### config.mk
export PLATFORM = sky130hd
export DESIGN_NAME = keypad_scanner
export DESIGN_NICKNAME = d
export VERILOG_FILES = /design/src/rtl/keypad_pkg.sv /design/src/rtl/keypad_decode.sv /design/src/rtl/keypad_scanner.sv
export SDC_FILE = /design/constraint.sdc
export NUM_CORES = 1
export LEC_CHECK = 0
export CAP_MARGIN = 25
export CELL_PAD_IN_SITES_DETAIL_PLACEMENT = 1
export CELL_PAD_IN_SITES_GLOBAL_PLACEMENT = 1
export CORE_MARGIN = 2
export CORE_UTILIZATION = 50
export CTS_BUF_LIST = sky130_fd_sc_hd__clkbuf_4 sky130_fd_sc_hd__clkbuf_8 sky130_fd_sc_hd__clkbuf_16
export DETAILED_ROUTE_END_ITERATION = 6
export PLACE_DENSITY = 0.82
export REMOVE_ABC_BUFFERS = 1
export SLEW_MARGIN = 20
export SYNTH_ARGS = -nofsm -noshare
export SYNTH_HDL_FRONTEND = slang
export SYNTH_SLANG_ARGS = --single-unit
export TNS_END_PERCENT = 30
### constraint.sdc
create_clock -name clk_50MHz_i -period 2.9 [get_ports clk_50MHz_i]
set_input_delay 0.435 -clock clk_50MHz_i [delete_from_list [all_inputs] [get_ports clk_50MHz_i]]
set_output_delay 0.435 -clock clk_50MHz_i [all_outputs]
set_load 0.1 [all_outputs]
### src/rtl/keypad_pkg.sv
// Shared definitions for the 4x4 matrix keypad scanner.
//   - scanner FSM state encoding
//   - 16-entry keymap, indexed by {row, col}
//   - direction key codes, also used by game_control's decoder
//   - helpers that classify an active-low row pattern
package keypad_pkg;

  typedef enum logic [1:0] {
    SCAN     = 2'd0,
    DEBOUNCE = 2'd1,
    PRESS    = 2'd2,
    HOLD     = 2'd3
  } state_e;

  localparam logic [3:0] KEY_UP    = 4'h2;
  localparam logic [3:0] KEY_LEFT  = 4'h4;
  localparam logic [3:0] KEY_RIGHT = 4'h6;
  localparam logic [3:0] KEY_DOWN  = 4'h8;

  // Entry {row, col}: row 0 is the top row, col 0 the leftmost column.
  // '*' encodes as 4'hE and '#' as 4'hF.
  localparam logic [3:0] KEYMAP [16] = '{
    4'h1, 4'h2, 4'h3, 4'hA,
    4'h4, 4'h5, 4'h6, 4'hB,
    4'h7, 4'h8, 4'h9, 4'hC,
    4'hE, 4'h0, 4'hF, 4'hD
  };

  // True when exactly one active-low row line is asserted.
  function automatic logic single_low(input logic [3:0] rows);
    logic hit;
    case (rows)
      4'b1110, 4'b1101, 4'b1011, 4'b0111: hit = 1'b1;
      default:                            hit = 1'b0;
    endcase
    return hit;
  endfunction

  // Index of the asserted row; only meaningful when single_low() holds.
  function automatic logic [1:0] low_index(input logic [3:0] rows);
    logic [1:0] idx;
    case (rows)
      4'b1101: idx = 2'd1;
      4'b1011: idx = 2'd2;
      4'b0111: idx = 2'd3;
      default: idx = 2'd0;
    endcase
    return idx;
  endfunction

endpackage

### src/rtl/keypad_decode.sv
// Combinational keymap lookup.
// Ports:
//   row_idx_i  in   2  row of the pressed key
//   col_idx_i  in   2  column of the pressed key
//   code_o     out  4  hex code of that key
module keypad_decode
  import keypad_pkg::*;
(
  input  logic [1:0] row_idx_i,
  input  logic [1:0] col_idx_i,
  output logic [3:0] code_o
);

  assign code_o = KEYMAP[{row_idx_i, col_idx_i}];

endmodule

### src/rtl/keypad_scanner.sv
// 4x4 matrix keypad scanner: drives one column low at a time, samples the
// synchronised rows, debounces a single-key press and emits its hex code
// with a one-cycle valid pulse. A held key never repeats; the scanner only
// resumes after the rows have been released for DEB_CYCLES clocks.
// Ports:
//   clk_50MHz_i     in   1  system clock
//   rst_async_la_i  in   1  asynchronous active-low reset
//   row_i           in   4  keypad rows, active-low, asynchronous
//   col_o           out  4  keypad columns, one driven low at a time
//   key_code_o      out  4  last accepted key, held until the next one
//   key_valid_o     out  1  one-cycle pulse when key_code_o updates
module keypad_scanner
  import keypad_pkg::*;
#(
  parameter int SCAN_DIV   = 50000,
  parameter int DEB_CYCLES = 1000000,
  parameter int CNT_W      = 20
) (
  input  logic       clk_50MHz_i,
  input  logic       rst_async_la_i,
  input  logic [3:0] row_i,
  output logic [3:0] col_o,
  output logic [3:0] key_code_o,
  output logic       key_valid_o
);

  localparam logic [CNT_W-1:0] SCAN_LAST = CNT_W'(SCAN_DIV - 1);
  localparam logic [CNT_W-1:0] DEB_LAST  = CNT_W'(DEB_CYCLES - 1);

  // Reset synchroniser: assertion reaches the logic at once, release is
  // delayed two clocks so no flop leaves reset near an edge.
  logic [1:0] rst_sync_q, rst_sync_d;
  logic       rst_n;

  assign rst_sync_d = {rst_sync_q[0], 1'b1};
  assign rst_n      = rst_sync_q[1];

  // NOTE: sequential state is updated with <= so every flop samples the
  // pre-edge values; blocking = here would create order-dependent races.
  always_ff @(posedge clk_50MHz_i or negedge rst_async_la_i) begin
    if (!rst_async_la_i) rst_sync_q <= 2'b00;
    else                 rst_sync_q <= rst_sync_d;
  end

  // Row synchroniser. Idle rows are high, so it resets to all-ones.
  logic [3:0] row_meta_q, row_meta_d;
  logic [3:0] rows_s_q,   rows_s_d;

  assign row_meta_d = row_i;
  assign rows_s_d   = row_meta_q;

  always_ff @(posedge clk_50MHz_i or negedge rst_n) begin
    if (!rst_n) begin
      row_meta_q <= 4'hF;
      rows_s_q   <= 4'hF;
    end else begin
      row_meta_q <= row_meta_d;
      rows_s_q   <= rows_s_d;
    end
  end

  // Scanner state. col_q is only advanced from SCAN or when leaving
  // DEBOUNCE/HOLD, so it doubles as the latched column of the key.
  state_e           state_q,    state_d;
  logic [1:0]       col_q,      col_d;
  logic [CNT_W-1:0] cnt_q,      cnt_d;
  logic [1:0]       row_idx_q,  row_idx_d;
  logic [3:0]       pat_q,      pat_d;
  logic [3:0]       key_code_q, key_code_d;
  logic             key_valid_q, key_valid_d;
  logic [3:0]       decoded_code;

  keypad_decode u_decode (
    .row_idx_i (row_idx_q),
    .col_idx_i (col_q),
    .code_o    (decoded_code)
  );

  // NOTE: every variable gets a default before the case so no path leaves
  // one unassigned, which would otherwise infer a latch.
  always_comb begin
    state_d     = state_q;
    col_d       = col_q;
    cnt_d       = cnt_q;
    row_idx_d   = row_idx_q;
    pat_d       = pat_q;
    key_code_d  = key_code_q;
    key_valid_d = 1'b0;

    case (state_q)
      SCAN: begin
        if (cnt_q == SCAN_LAST) begin
          cnt_d = '0;
          // Ambiguous patterns (no key, or several rows in one column) are
          // skipped rather than guessed at.
          if (single_low(rows_s_q)) begin
            state_d   = DEBOUNCE;
            row_idx_d = low_index(rows_s_q);
            pat_d     = rows_s_q;
          end else begin
            col_d = col_q + 2'd1;
          end
        end else begin
          cnt_d = cnt_q + 1'b1;
        end
      end

      DEBOUNCE: begin
        if (rows_s_q != pat_q) begin
          state_d = SCAN;
          col_d   = col_q + 2'd1;
          cnt_d   = '0;
        end else if (cnt_q == DEB_LAST) begin
          state_d = PRESS;
          cnt_d   = '0;
        end else begin
          cnt_d = cnt_q + 1'b1;
        end
      end

      PRESS: begin
        key_code_d  = decoded_code;
        key_valid_d = 1'b1;
        state_d     = HOLD;
        cnt_d       = '0;
      end

      HOLD: begin
        // Any low row, including bounce, restarts the release timer.
        if (rows_s_q != 4'hF) begin
          cnt_d = '0;
        end else if (cnt_q == DEB_LAST) begin
          state_d = SCAN;
          col_d   = col_q + 2'd1;
          cnt_d   = '0;
        end else begin
          cnt_d = cnt_q + 1'b1;
        end
      end

      default: begin
        state_d = SCAN;
        cnt_d   = '0;
      end
    endcase
  end

  always_ff @(posedge clk_50MHz_i or negedge rst_n) begin
    if (!rst_n) begin
      state_q     <= SCAN;
      col_q       <= 2'd0;
      cnt_q       <= '0;
      row_idx_q   <= 2'd0;
      pat_q       <= 4'hF;
      key_code_q  <= 4'h0;
      key_valid_q <= 1'b0;
    end else begin
      state_q     <= state_d;
      col_q       <= col_d;
      cnt_q       <= cnt_d;
      row_idx_q   <= row_idx_d;
      pat_q       <= pat_d;
      key_code_q  <= key_code_d;
      key_valid_q <= key_valid_d;
    end
  end

  assign col_o       = ~(4'b0001 << col_q);
  assign key_code_o  = key_code_q;
  assign key_valid_o = key_valid_q;

endmodule

Yosys cells after proc, flatten, opt, wreduce, memory -nomap -nowiden
Memory sizes are Yosys's and may differ from the RTL's. A register that Yosys moved wholly into a read port is not among the register bits.
Index checks and enable logic that the tools add are counted.
- bits in registers: 41
- bits in read-only memories: 64
- input port bits: 6
- output and inout port bits: 9
- logic and storage cells: 63
- memories: 1
- add/sub/neg operators: 2
- equality and inequality tests: 18
- shift-type cells: 1
- multiplexer cells: 23
- bitwise gates (word level): 2
- reductions and logical operators: 7
- memory list (memory ; words ; width ; rd ports ; clocked after Yosys merged registers in ; write ports ; RTL line ; text):
    (name not given) ; 16 ; 4 ; 1 ; 1 ; 0 ; keypad_decode.sv:14 ; assign code_o = KEYMAP[{row_idx_i, col_idx_i}];
- operators by type and width (kind ; number):
    two-way mux 20 bit ; 4
    one-hot mux 20 bit (4 select lines) ; 1
    two-way mux 2 bit ; 11
    adder 20 x 1 -> 20 bit (second input constant) ; 1
    equality test 20 x 16 -> 1 bit (second input constant) ; 1
    equality test 20 bit (second input constant) ; 1
    equality test 4 bit (second input constant) ; 3
    inequality test 2 bit (second input constant) ; 6
    one-hot mux 2 bit (3 select lines) ; 2
    one-hot mux 2 bit (4 select lines) ; 1
    AND reduction 6 bit ; 1
    NOT 4 -> 5 bit ; 1
    AND reduction 5 bit ; 1
    equality test 2 bit (second input constant) ; 2
    equality test 4 x 3 -> 1 bit (second input constant) ; 1
    two-way mux 1 bit ; 4
    inequality test 4 bit ; 1
    inequality test 4 bit (second input constant) ; 1
    NOT 4 bit ; 1
    OR reduction 4 bit ; 1
    left shift 1 x 2 -> 4 bit (first input constant) ; 1
    inequality test 3 bit (second input constant) ; 1
    AND reduction 3 bit ; 1
    nonzero test 3 bit ; 1
    other kinds (4) ; 4

Longest topological paths before layout
- depth after elaboration: 8
- depth in mapped cells: 7
- gate-level depth less buffers: 6

Hierarchy
A second synthesis with hierarchy kept.
- cell total of the unflattened synthesis: 242
- area, all modules: 2433.6 sq um
- by module, submodules not included (module ; times used ; cells an instance ; area each (sq um) ; seq. area each (sq um)):
    keypad_scanner ; 1 ; 224 ; 2258.4 ; 1141.1
    keypad_decode ; 1 ; 18 ; 175.2 ; 0.0

Least setup slack after synthesis
OpenSTA, ideal clock, no wires.
- path type: reg2reg
- start: reg col_q[0]
- end: reg key_code_q[1], in the netlist key_code_o[1]
- setup time: 131 ps
- data arrival time: 1745 ps
- required time: 2769 ps
- setup slack: 1024 ps
- stages on the path, launching flop included: 6
- buffers on the path: 0
- period minus slack after synthesis: 1876 ps
- cells stage by stage: dfrtp_1 > inv_1 > ha_1 > inv_1 > mux4_2 > o21ai_0
- cells in the longest elaborated chain, start to end: 1
- RTL lines (item ; RTL line ; text):
    start: declaration ; keypad_scanner.sv:65 ; logic [1:0] col_q, col_d;
    start signal: assignment ; keypad_scanner.sv:159 ; col_q <= col_d;
    NOT 4 -> 5 bit (implied by the code) ; keypad_decode.sv:14 ;
    end: declaration ; keypad_scanner.sv:69 ; logic [3:0] key_code_q, key_code_d;
Every way passes these cells.
A chain may end at the register's enable or synchronous reset.

Worst setup path in the final report
- start: reg cnt_q[0]
- end: reg row_idx_q[1]
- cells in the longest elaborated chain, start to end: 2
- RTL lines (item ; RTL line ; text):
    start: declaration ; keypad_scanner.sv:66 ; logic [CNT_W-1:0] cnt_q, cnt_d;
    start signal: assignment ; keypad_scanner.sv:160 ; cnt_q <= cnt_d;
    equality test 20 x 16 -> 1 bit ; keypad_scanner.sv:92 ; if (cnt_q == SCAN_LAST) begin
    AND reduction 3 bit (no source line) ; -- ;
    end signal: assignment ; keypad_scanner.sv:161 ; row_idx_q <= row_idx_d;
    end: declaration ; keypad_scanner.sv:67 ; logic [1:0] row_idx_q, row_idx_d;
Every way passes these cells.

==> impl_metrics.csv <==
group,metric,value,unit
outcome,status,"finished clean",
critical_path,path_class,"reg -> reg",
sta,setup_slack,0.610,ns
place,place_area,2520,um^2
clocking,ctsHoldBuffers,0,
clocking,clockBufferDepth,2,
detailed_routing,drc,0,
clocking,cts_setup_buffers,0,
sta,tightest_slew,0.910,ns
floorplan,die_h,73.0,um
power_and_ir_drop,swShare,0.219,
yosys,async_flop_share,1.00,
detailed_routing,avgRoutedWirePerCell,16.8,um
floorplan,start_util,0.511,
sta,drv_slew,0,
global_routing,grt_usage,0.207,
sta,min_period,2.29,ns
floorplan,num_rows,25,
clocking,clock-sinks,45,
finish,layout_commonest_cell,"dfrtp_1",
clocking,cts-root-buf,"clkbuf_8",
detailed_routing,avgViaCountPerCell,5.98,
clocking,h-tree-depth,2,
sta,max_freq,0.437,GHz
critical_path,start_kind,"flop",
sta,finalSetupTns,0,ns
power_and_ir_drop,pwr-share-seq,0.596,
power_and_ir_drop,leakage,1.12,nW
floorplan,io_pins,15,
global_routing,grt_max_degree,44,
global_routing,antenna_found_initial,0,
critical_path,crit_path_end_kind,"flop",
finish,fin_cells,300,
detailed_routing,ant_nets,0,
power_and_ir_drop,combPwrFrac,0.023,
clocking,numCtsBuffers,5,
finish,nNetsFinal,258,
yosys,seq_area_frac_synth,0.479,
sta,slew-limit-headroom,0.393,
global_routing,grt_pass1_vias,1840,
clocking,clock_latency,0.30,ns
critical_path,critical_path_arrival,2.48,ns
finish,antennaDiodeCount,0,
run,drv_cap,0,
finish,drive_above_1_share,0.171,
place,portBuffers,14,
sta,final_hold_viol_count,0,
clocking,tritoncts,"built",
yosys,synth_cells,235,
yosys,syn_area_per_cell,10.1,um^2
global_routing,grt_overflow,0,
power_and_ir_drop,pwr-share-clk,0.382,
finish,layout_common_cells,"32 x dfrtp_1, 21 x nor3_1, 17 x nand2_1, 15 x xor2_1",
place,hpwl,3490,um
finish,syn2layout_area_growth,10.4,%
detailed_routing,wirelength,5050,um
power_and_ir_drop,p_int,0.000868,W
sta,finalSetupViolations,0,
sta,min_period_over_period,0.790,
clocking,path_clk_slew,0.08,ns
yosys,synth_flop_cell,"dfrtp_1",
global_routing,grt_pass1_wl,8560,um
power_and_ir_drop,vdd_drop_max,0.000335,V
floorplan,die_area,5330,um^2
power_and_ir_drop,p_sw,0.000244,W
floorplan,coreArea,4660,um^2
floorplan,die_x,73.0,um
yosys,synth_edf_count,0,
finish,nFillCells,529,
critical_path,cp_max_fo,13,
place,placed_cells,292,
sta,rsz0062_at_grt,"false",
finish,stdcell_area,2630,um^2
detailed_routing,firstDrtPassIters,4,
yosys,yosysUniqueCellTypes,45,
sta,whs,0.296,ns
place,gp_congestion,0.763,
worst_hold_path,hold_path_class,"in -> async",
critical_path,required,3.09,ns
yosys,yosys_warnings,0,
yosys,synth_area,2380,um^2
yosys,synth_seq_cells,45,
sta,fin_worst_skew,0.0117,ns
clocking,cts_repair_resize_count,0,
detailed_routing,vias,1793,
place,pre_cts_slack,0.583,ns
power_and_ir_drop,powerDensity,424,nW/um^2
detailed_routing,first_iter_violations,99,
worst paths after layout:
check	depth (start not counted)	endpoint	from	slack, ns
max	6	row_idx_q[1]	cnt_q[0]	0.61
min	1	rst_sync_q[0]	rst_async_la_i	0.30
max reg2reg	6	row_idx_q[1]	cnt_q[0]	0.61
min reg2reg	0	rows_s_q[2]	row_meta_q[2]	0.36
max in group asynchronous	0	cnt_q[7]	rst_sync_q[1]	1.93
min in group clk_50MHz_i	0	rows_s_q[2]	row_meta_q[2]	0.36
flip-flops by register name, indices dropped and copies added, names as in the netlist, named ones only:
name and cells:
key_code_o 4, key_valid_o 1, rst_sync_q 2, cnt_q 20, row_idx_q 2, rows_s_q 4
pat_q 4, col_q 2, state_q 1, row_meta_q 4
power groups by stage:
stage | Combinational [W] | Sequential (W) | Clock, W
after detailed placement | 0.0000252 | 0.000675 | 0
final | 0.0000252 | 0.000663 | 0.000425
after CTS | 0.0000253 | 0.000664 | 0.000436
after global routing | 0.0000280 | 0.000667 | 0.000457
after global placement | 0.0000246 | 0.000674 | 0
after floorplan | 0.0000150 | 0.000667 | 0
layout make-up:
class | count | area [um^2] | area share
timing repair buffer | 16 | 133 | 0.0505
multi-input combinational | 166 | 1140 | 0.434
tap | 54 | 67.6 | 0.0257
clock buffer | 7 | 96.3 | 0.0367
clock inverter | 1 | 5.00 | 0.00191
inverter | 11 | 41.3 | 0.0157
sequential | 45 | 1140 | 0.435
kinds of logic (layout without fill, tap and decap cells):
group	count (synthesis)	count (layout)	synth area share
buffers and inverters	24	35	0.0410
other	1	1	0.00158
adder cells (fa/ha/maj)	8	8	0.0410
XOR/XNOR	22	22	0.0810
AO/OA/AOI/OAI	41	41	0.111
flip-flops	45	45	0.479
multiplexers	4	4	0.0226
AND/OR/NAND/NOR	90	90	0.222
cells in the mapped netlist (2+ instances only):
master,number,area (um^2)
o21ai_0,12,60.1
xor2_1,15,131
and2_1,3,18.8
nor3b_1,3,22.5
o31ai_1,3,22.5
and3_1,6,37.5
and4_1,3,26.3
dfrtp_1,33,826
nand3_1,9,45.0
o211ai_1,2,15.0
nand2b_1,4,25.0
a21oi_1,9,45.0
buf_2,6,30.0
dfstp_2,12,315
or2_2,3,18.8
nor2b_1,2,12.5
nand4b_1,2,17.5
xnor2_1,7,61.3
nand4_1,6,37.5
nor2_1,5,18.8
a31oi_1,4,25.0
mux2i_1,2,20.0
inv_1,11,41.3
ha_1,7,87.6
clkbuf_1,7,26.3
nor3_1,21,105
nor4b_1,2,17.5
nand2_1,17,63.8
a41oi_1,3,26.3
routing by layer:
layer | global-route usage | wire length, um | up-vias
li1 | - | - | 852
met1 | 0.280 | 2360 | 908
met2 | 0.335 | 2480 | 24
met3 | 0.0345 | 124 | 9
met4 | 0.0741 | 86 | 0
met5 | 0 | 0 | -
worst max-delay path, stage by stage (launching register included):
cell and delay (ns):
dfrtp_1 0.40, ha_1 0.20, and3_1 0.24, nand4b_1 0.22
nor4_4 0.67, o211ai_1 0.18, o31a_1 0.28
through the flow:
step	utilization	power, W
detailed placement	0.542	0.000701
CTS	0.563	0.00112
global placement	0.542	0.000699
floorplan	-	0.000682
global route	0.563	0.00115
finish	0.563	0.00111
Power figures use the tool's default switching activity.
